<file path="config.mk">
export PLATFORM = sky130hd
export DESIGN_NAME = sptag_alloc
export DESIGN_NICKNAME = d
export VERILOG_FILES = /design/src/rtl/sptag_alloc.sv
export SDC_FILE = /design/constraint.sdc
export NUM_CORES = 1
export LEC_CHECK = 0
export ABC_AREA = 0
export BUFFER_PORTS_ARGS = -buffer_cell sky130_fd_sc_hd__buf_2
export CORE_MARGIN = 2
export CORE_UTILIZATION = 57
export DETAILED_ROUTE_END_ITERATION = 16
export PLACE_DENSITY_LB_ADDON = 0.3
export SETUP_SLACK_MARGIN = 0.5
export SLEW_MARGIN = 40
export SYNTH_ARGS = -nofsm -noshare
export SYNTH_HDL_FRONTEND = slang
export SYNTH_SLANG_ARGS = --single-unit
</file>
<file path="constraint.sdc">
create_clock -name clk -period 5.5 [get_ports clk]
set_input_delay 1.1 -clock clk [delete_from_list [all_inputs] [get_ports clk]]
set_output_delay 1.1 -clock clk [all_outputs]
set_load 0.005 [all_outputs]
</file>
<file path="src/rtl/sptag_alloc.sv">
// ---------------------------------------------------------------------------
// sptag_alloc : one-hot speculative-tag allocator with dependency tracking
// Revision    : 1.0
// ---------------------------------------------------------------------------
`default_nettype none

module sptag_alloc #(
  parameter  int SPTAG_NUM = 5,
  localparam int CW        = $clog2(SPTAG_NUM + 1)
) (
  input  logic                 clk,
  input  logic                 rst_n,
  input  logic                 i_req_1,
  input  logic                 i_req_2,
  input  logic                 i_id_valid,
  input  logic                 i_exfin_br_prsucc,
  input  logic                 i_exfin_br_prmiss,
  input  logic [SPTAG_NUM-1:0] i_exfin_br_sptag,
  output logic                 o_stall,
  output logic [SPTAG_NUM-1:0] o_sptag_1,
  output logic [SPTAG_NUM-1:0] o_sptag_2,
  output logic [SPTAG_NUM-1:0] o_spmask_1,
  output logic [SPTAG_NUM-1:0] o_spmask_2,
  output logic [SPTAG_NUM-1:0] o_busy,
  output logic [CW-1:0]        o_free_cnt
);

  logic [SPTAG_NUM-1:0] r_busy;
  logic [SPTAG_NUM-1:0] r_dep [SPTAG_NUM];

  logic [SPTAG_NUM-1:0] w_free;
  logic [SPTAG_NUM-1:0] w_low;
  logic [SPTAG_NUM-1:0] w_second;
  logic [SPTAG_NUM-1:0] w_kill;
  logic [SPTAG_NUM-1:0] w_succ_clr;
  logic [CW-1:0]        w_free_cnt;
  logic [1:0]           w_need;
  logic                 w_found0;
  logic                 w_found1;
  logic                 w_alloc;

  // Free count plus lowest and second-lowest free tag in one scan.
  always_comb begin
    w_free     = ~r_busy;
    w_free_cnt = '0;
    w_low      = '0;
    w_second   = '0;
    w_found0   = 1'b0;
    w_found1   = 1'b0;
    for (int i = 0; i < SPTAG_NUM; i++) begin
      if (w_free[i]) begin
        w_free_cnt = w_free_cnt + CW'(1);
        if (!w_found0) begin
          w_low[i] = 1'b1;
          w_found0 = 1'b1;
        end else if (!w_found1) begin
          w_second[i] = 1'b1;
          w_found1    = 1'b1;
        end
      end
    end
  end

  // A mispredict kills the tag itself and every tag allocated under it.
  always_comb begin
    w_kill = i_exfin_br_prmiss ? i_exfin_br_sptag : '0;
    for (int j = 0; j < SPTAG_NUM; j++) begin
      if (i_exfin_br_prmiss && |(r_dep[j] & i_exfin_br_sptag)) w_kill[j] = 1'b1;
    end
  end

  assign w_need     = {1'b0, i_req_1 & i_id_valid} + {1'b0, i_req_2 & i_id_valid};
  assign o_stall    = i_id_valid && (CW'(w_need) > w_free_cnt) && !i_exfin_br_prmiss;
  assign w_alloc    = i_id_valid && !o_stall && !i_exfin_br_prmiss;
  assign w_succ_clr = i_exfin_br_prsucc ? i_exfin_br_sptag : '0;

  assign o_sptag_1  = (w_alloc && i_req_1) ? w_low : '0;
  assign o_sptag_2  = (w_alloc && i_req_2) ? (i_req_1 ? w_second : w_low) : '0;
  assign o_spmask_1 = r_busy & ~w_succ_clr;
  assign o_spmask_2 = o_spmask_1 | o_sptag_1;
  assign o_busy     = r_busy;
  assign o_free_cnt = w_free_cnt;

  always_ff @(posedge clk) begin
    if (!rst_n) begin
      r_busy <= '0;
      for (int j = 0; j < SPTAG_NUM; j++) r_dep[j] <= '0;
    end else if (i_exfin_br_prmiss) begin
      r_busy <= r_busy & ~w_kill;
      for (int j = 0; j < SPTAG_NUM; j++)
        r_dep[j] <= w_kill[j] ? '0 : (r_dep[j] & ~w_kill);
    end else begin
      r_busy <= (r_busy & ~w_succ_clr) | o_sptag_1 | o_sptag_2;
      for (int j = 0; j < SPTAG_NUM; j++) begin
        if (o_sptag_1[j])       r_dep[j] <= o_spmask_1;
        else if (o_sptag_2[j])  r_dep[j] <= o_spmask_2;
        else if (w_succ_clr[j]) r_dep[j] <= '0;
        else                    r_dep[j] <= r_dep[j] & ~w_succ_clr;
      end
    end
  end

endmodule

`default_nettype wire

</file>
Word-level counts from Yosys, hierarchy flattened
Memory sizes are Yosys's and may differ from the RTL's.
Cells that the tools add are included.
{"block": "totals", "regBits": 5, "latch_bits": 0, "ramBits": 25, "mem_bits_ro": 0, "output_inout_bits": 29, "mem_count": 1}
{"memory": "r_dep", "words": 5, "word_bits": 5, "rd": 5, "rd_clocked_by_memory_dff": 0, "wr": 5, "line": "29", "rtl": "logic [SPTAG_NUM-1:0] r_dep [SPTAG_NUM];"}
{"block": "classes", "add_sub_neg": 5, "multipliers": 0, "n_div": 0, "n_lt_le_gt_ge": 1, "n_eq_ne": 0, "n_shift": 0, "n_mux": 182, "bitwise_logic": 49, "n_reduce_logical": 18}
{"operator": "$mux W5", "count": 36}
{"operator": "$mux W1", "count": 142}
{"operator": "$and A5 B5 Y5", "count": 17}
{"operator": "$or A1 B1 Y1", "count": 25}
{"operator": "$reduce_or A5 Y1", "count": 5}
{"operator": "$not A5 Y5", "count": 3}
{"operator": "$add A3 B1 Y3 const B", "count": 4}
{"operator": "$mux W3", "count": 4}
{"operator": "$logic_and A1 B1 Y1", "count": 11}
{"operator": "$or A5 B5 Y5", "count": 2}
{"operator": "$gt A2 B3 Y1", "count": 1}
{"operator": "$add A1 B1 Y2", "count": 1}
{"operator": "$and A1 B1 Y1", "count": 2}
{"operator": "$logic_not A1 Y1", "count": 2}

Depth between registers and ports, before layout
{"block": "logic_depth", "word_depth": 26, "mapped_depth": 19, "depth_no_buf": 18}

Worst setup path after synthesis
OpenSTA, ideal clock, no wires.
{"block": "synth_path", "kind": "flip-flop to output port", "from": "register r_busy[0], in the netlist o_busy[0]", "to": "output port o_sptag_2[4]", "arrival_ns": 3.575, "slack_ns": 0.825, "path_stages_with_launch": 18, "path_buffers": 2, "path_cell_list": "dfxtp_1 > clkbuf_1 > inv_1 > ha_1 > xnor2_1 > xor2_1 > a21oi_1 > ha_1 > inv_1 > o21ai_0 > inv_1 > ha_1 > nand2b_1 > a221o_1 > o21ai_4 > a311o_1 > buf_2 > inv_1"}
{"block": "synth_via", "elab_chain_len": 18, "elab_cells_between_ends": 34, "classes_between": "add/sub: 4; order compare: 1; mux: 22; bitwise: 1; reduce/logical: 6"}
{"item": "from (decl)", "line": "28", "rtl": "logic [SPTAG_NUM-1:0] r_busy;"}
{"item": "from (signal assigned)", "line": "89", "rtl": "r_busy <= r_busy & ~w_kill;"}
{"item": "from (signal assigned)", "line": "93", "rtl": "r_busy <= (r_busy & ~w_succ_clr) | o_sptag_1 | o_sptag_2;"}
{"item": "$not A5 Y5 (*)", "line": "44", "rtl": "w_free = ~r_busy;"}
{"item": "$mux W1 (*)", "line": "51", "rtl": "if (w_free[i]) begin"}
{"item": "$add A3 B1 Y3", "line": "52", "rtl": "w_free_cnt = w_free_cnt + CW'(1);"}
{"item": "$mux W3 (*)", "line": "51"}
{"item": "$add A3 B1 Y3", "line": "52"}
{"item": "$mux W3 (*)", "line": "51"}
{"item": "$add A3 B1 Y3", "line": "52"}
{"item": "$mux W3 (*)", "line": "51"}
{"item": "$add A3 B1 Y3", "line": "52"}
{"item": "$mux W3 (*)", "line": "51"}
{"item": "named net o_free_cnt[1]", "line": "25", "rtl": "output logic [CW-1:0] o_free_cnt"}
{"item": "$gt A2 B3 Y1 (*)", "line": "73", "rtl": "assign o_stall = i_id_valid && (CW'(w_need) > w_free_cnt) && !i_exfin_br_prmiss;"}
{"item": "$logic_and A1 B1 Y1 (*) (2 in series)", "line": "73"}
{"item": "$logic_not A1 Y1 (*)", "line": "74", "rtl": "assign w_alloc = i_id_valid && !o_stall && !i_exfin_br_prmiss;"}
{"item": "$logic_and A1 B1 Y1 (*) (2 in series)", "line": "74"}
{"item": "$logic_and A1 B1 Y1 (*)", "line": "78", "rtl": "assign o_sptag_2 = (w_alloc && i_req_2) ? (i_req_1 ? w_second : w_low) : '0;"}
{"item": "$mux W5 (*)", "line": "78"}
{"item": "to (decl)", "line": "21", "rtl": "output logic [SPTAG_NUM-1:0] o_sptag_2,"}
Mark *: on every way through the listed nets, which the timed path passes. The rest lies on a longest branch.

Worst setup path in the final report
{"block": "layout_path", "from": "register r_busy[0], in the netlist o_busy[0]", "to": "output port o_sptag_2[4]"}
{"block": "layout_via", "elab_chain_len": 18, "elab_cells_between_ends": 34, "classes_between": "add/sub: 4; order compare: 1; mux: 22; bitwise: 1; reduce/logical: 6"}
{"item": "$not A5 Y5 (*)", "line": "44"}
{"item": "$mux W1", "line": "51"}
{"item": "$add A3 B1 Y3", "line": "52"}
{"item": "$mux W3", "line": "51"}
{"item": "$add A3 B1 Y3", "line": "52"}
{"item": "$mux W3", "line": "51"}
{"item": "$add A3 B1 Y3", "line": "52"}
{"item": "$mux W3", "line": "51"}
{"item": "$add A3 B1 Y3", "line": "52"}
{"item": "$mux W3", "line": "51"}
{"item": "$gt A2 B3 Y1", "line": "73"}
{"item": "$logic_and A1 B1 Y1 (2 in series)", "line": "73"}
{"item": "$logic_not A1 Y1", "line": "74"}
{"item": "$logic_and A1 B1 Y1 (2 in series)", "line": "74"}
{"item": "$logic_and A1 B1 Y1", "line": "78"}
{"item": "$mux W5 (*)", "line": "78"}
Every way passes the cells marked *; elsewhere a longest branch is shown, timed or not.

==> metrics.cfg <==
[outcome]
status = completed

[pwr]
p_leak_uw = 0.00123
vdd_ir_drop_max_v = 0.000126
p_total_uw = 484
power_density_mw_per_mm2 = 169

[timing]
final.setup.tns_ps = 0
period_minus_slack_ps = 4830
whs_ps = 586
rsz0062_at_grt = no
setup_ws_ps = 672
setup_violations = 0
period_share_pct = 87.8
hold_viol = 0
finalMaxSlewViolations = 0
fin_skew_ps = 7.90
max_freq_mhz = 207
tightest_slew_ps = 658
slew_headroom_pct = 56.1

[grt]
antenna_found_initial = 0
grt_max_degree = 21
overflow = 0
grt_pass1_vias = 2462
grt_pass1_wl_um = 12300
grt_usage_pct = 31.4

[job]
cap_violations = 0

[synthesis]
synth_top_area_cell = edfxtp_1
syn_area_sq_mm = 0.00241
synthTopCellsByCount = nand2_1 (41), o21ai_0 (24), a21oi_1 (21)
seq_area_frac_synth_pct = 29.1
synth_most_common_cell = nand2_1
synth-seq-cells = 25
yosys_warnings = 0
netlist_top_cells_area = edfxtp_1 (25%), nand2_1 (6.4%), ha_1 (5.2%), o21ai_0 (5.0%), a21oi_1 (4.4%)
avgSynthCellArea_sq_um = 8.00
yosysTopAreaCellShare_pct = 24.9
yosysUniqueCellTypes = 61
synth-edff-count = 20
async_flop_share_pct = 0
ys.flop_type = edfxtp_1
netlist_instances = 301

[drt]
dr_total_vias = 2758
drtAntennaViolNets = 0
routed_via_density = 6.71
detail_route.wirelength_um = 7770
post_drt_wl_per_cell_um = 18.9
first_iter_violations = 380
first_pass_iters = 7
drc = 0

[floorplanning]
die_area_sq_mm = 0.00476
row_count = 23
start_util_pct = 59.8
core_area_sq_mm = 0.00403
fp.dieW_um = 69.0
fp.dieH_um = 69.0
io_pins = 41

[critical_path]
crit_start = o_busy[0]
critPathRequiredTime_ps = 4400
cp.arrival_ps = 3730
worstPathMaxFanout = 10
regToRegStartpoint = o_busy[0]
path_class = reg -> out
crit_path_start_kind = flop
cp-end-kind = primary output

[finish]
fin_nets = 384
antenna_cells = 0
area_delta_synth_final_pct = 18.5
drive_above_1_share_pct = 22.4
fin_util_pct = 70.9

[clock_tree]
cts_sinks = 25
clk_latency_ps = 280
cts.reportedPaths.clkPinSlew_ps = 100
numCtsBuffers = 3
cts-root-buf = clkbuf_8
postCtsHoldBufs = 0
cts_max_path_buffers = 2
cts_max_level = 1
cts_tree = yes

[placed_design]
post-place-ws_ps = 501
dp_hpwl_um = 5650
gp_congestion = 1.06
port_buffers = 40

[worst_hold_path]
hp-class = reg -> reg
holdCritStartpoint = r_dep[0][3]

## flip-flops by register name, indices dropped and copies added (netlist names)
signal	count
r_dep	20
o_busy	5
## report_power, final
group	total [uW]	internal (uW)	switching, uW
combinational	146	55.7	90.4
clock	117	51.6	65.9
sequential	220	212	8.39
## critical path: stages, from the launching register on
cell      delay [ps]
dfxtp_4          430
inv_1            110
ha_1             270
nand2b_1         170
and2_1           190
nor2_1            90
a21oi_1           50
ha_1             280
inv_1             30
o21ai_0          200
inv_1             70
ha_1             330
nand2b_1         100
a221o_2          420
o21ai_4          220
a311o_1          150
buf_4            180
inv_1             50
buf_2            120
## timing repair
item,4_1_cts,5_1_grt
resized for setup,3,8
buffers inserted,0,10
setup endpoints to repair,15,15
pin swaps,0,5
## stage by stage
stage                     cells  cell area [sq um]
after floorplan             320               2480
after global placement      397               2690
after detailed placement    397               2690
after CTS                   401               2750
after global routing        411               2860
final                       411               2860
## metal layers
metal	track usage (%)	vias to the layer above	wire length, um
li1	-	1232	-
met1	42.8	1247	3120
met2	51.3	220	3480
met3	3.36	59	851
met4	12.0	0	314
met5	0	-	0
## logic make-up (layout without fill, tap and decap cells)
family / Yosys count / count (layout) / share of synthesized area, %
AO/OA/AOI/OAI: 102 / 102 / 30.2
buffers and inverters: 35 / 76 / 6.08
flip-flops: 25 / 25 / 29.1
multiplexers: 5 / 5 / 2.08
other: 1 / 20 / 0.156
adder cells (fa/ha/maj): 10 / 10 / 5.19
XOR/XNOR: 6 / 6 / 2.81
AND/OR/NAND/NOR: 117 / 117 / 24.4
## placed cells by master, fill, tap and decap left out, drive strengths merged, types with 4 or more instances in the layout
cell / instances
conb: 20
o211ai: 4
dfxtp: 5
a222oi: 4
nor2: 19
a21oi: 21
buf: 52
and2: 4
a21o: 4
edfxtp: 20
o2bb2ai: 4
nor3: 11
inv: 19
mux2i: 5
ha: 10
nand3: 14
nor2b: 7
o22ai: 8
a32o: 4
nand2b: 6
o21ai: 31
a32oi: 4
nand2: 41
## final timing paths
kind | end | slack, ps | cells past startpoint
max | o_sptag_2[4] | 670 | 18
min | r_dep[0][3] | 590 | 1
max reg2reg | r_dep[3][1] | 1380 | 19
min reg2reg | r_dep[0][3] | 590 | 1
## layout make-up
cell class,instances,area [sq um]
inverter,20,80.1
clock buffer,3,41.3
clock inverter,1,7.51
tap,50,62.6
timing repair buffer,52,290
sequential,25,707
fill,346,1170
multi-input combinational,260,1670
No activity file was read; power rests on OpenSTA's default activity.
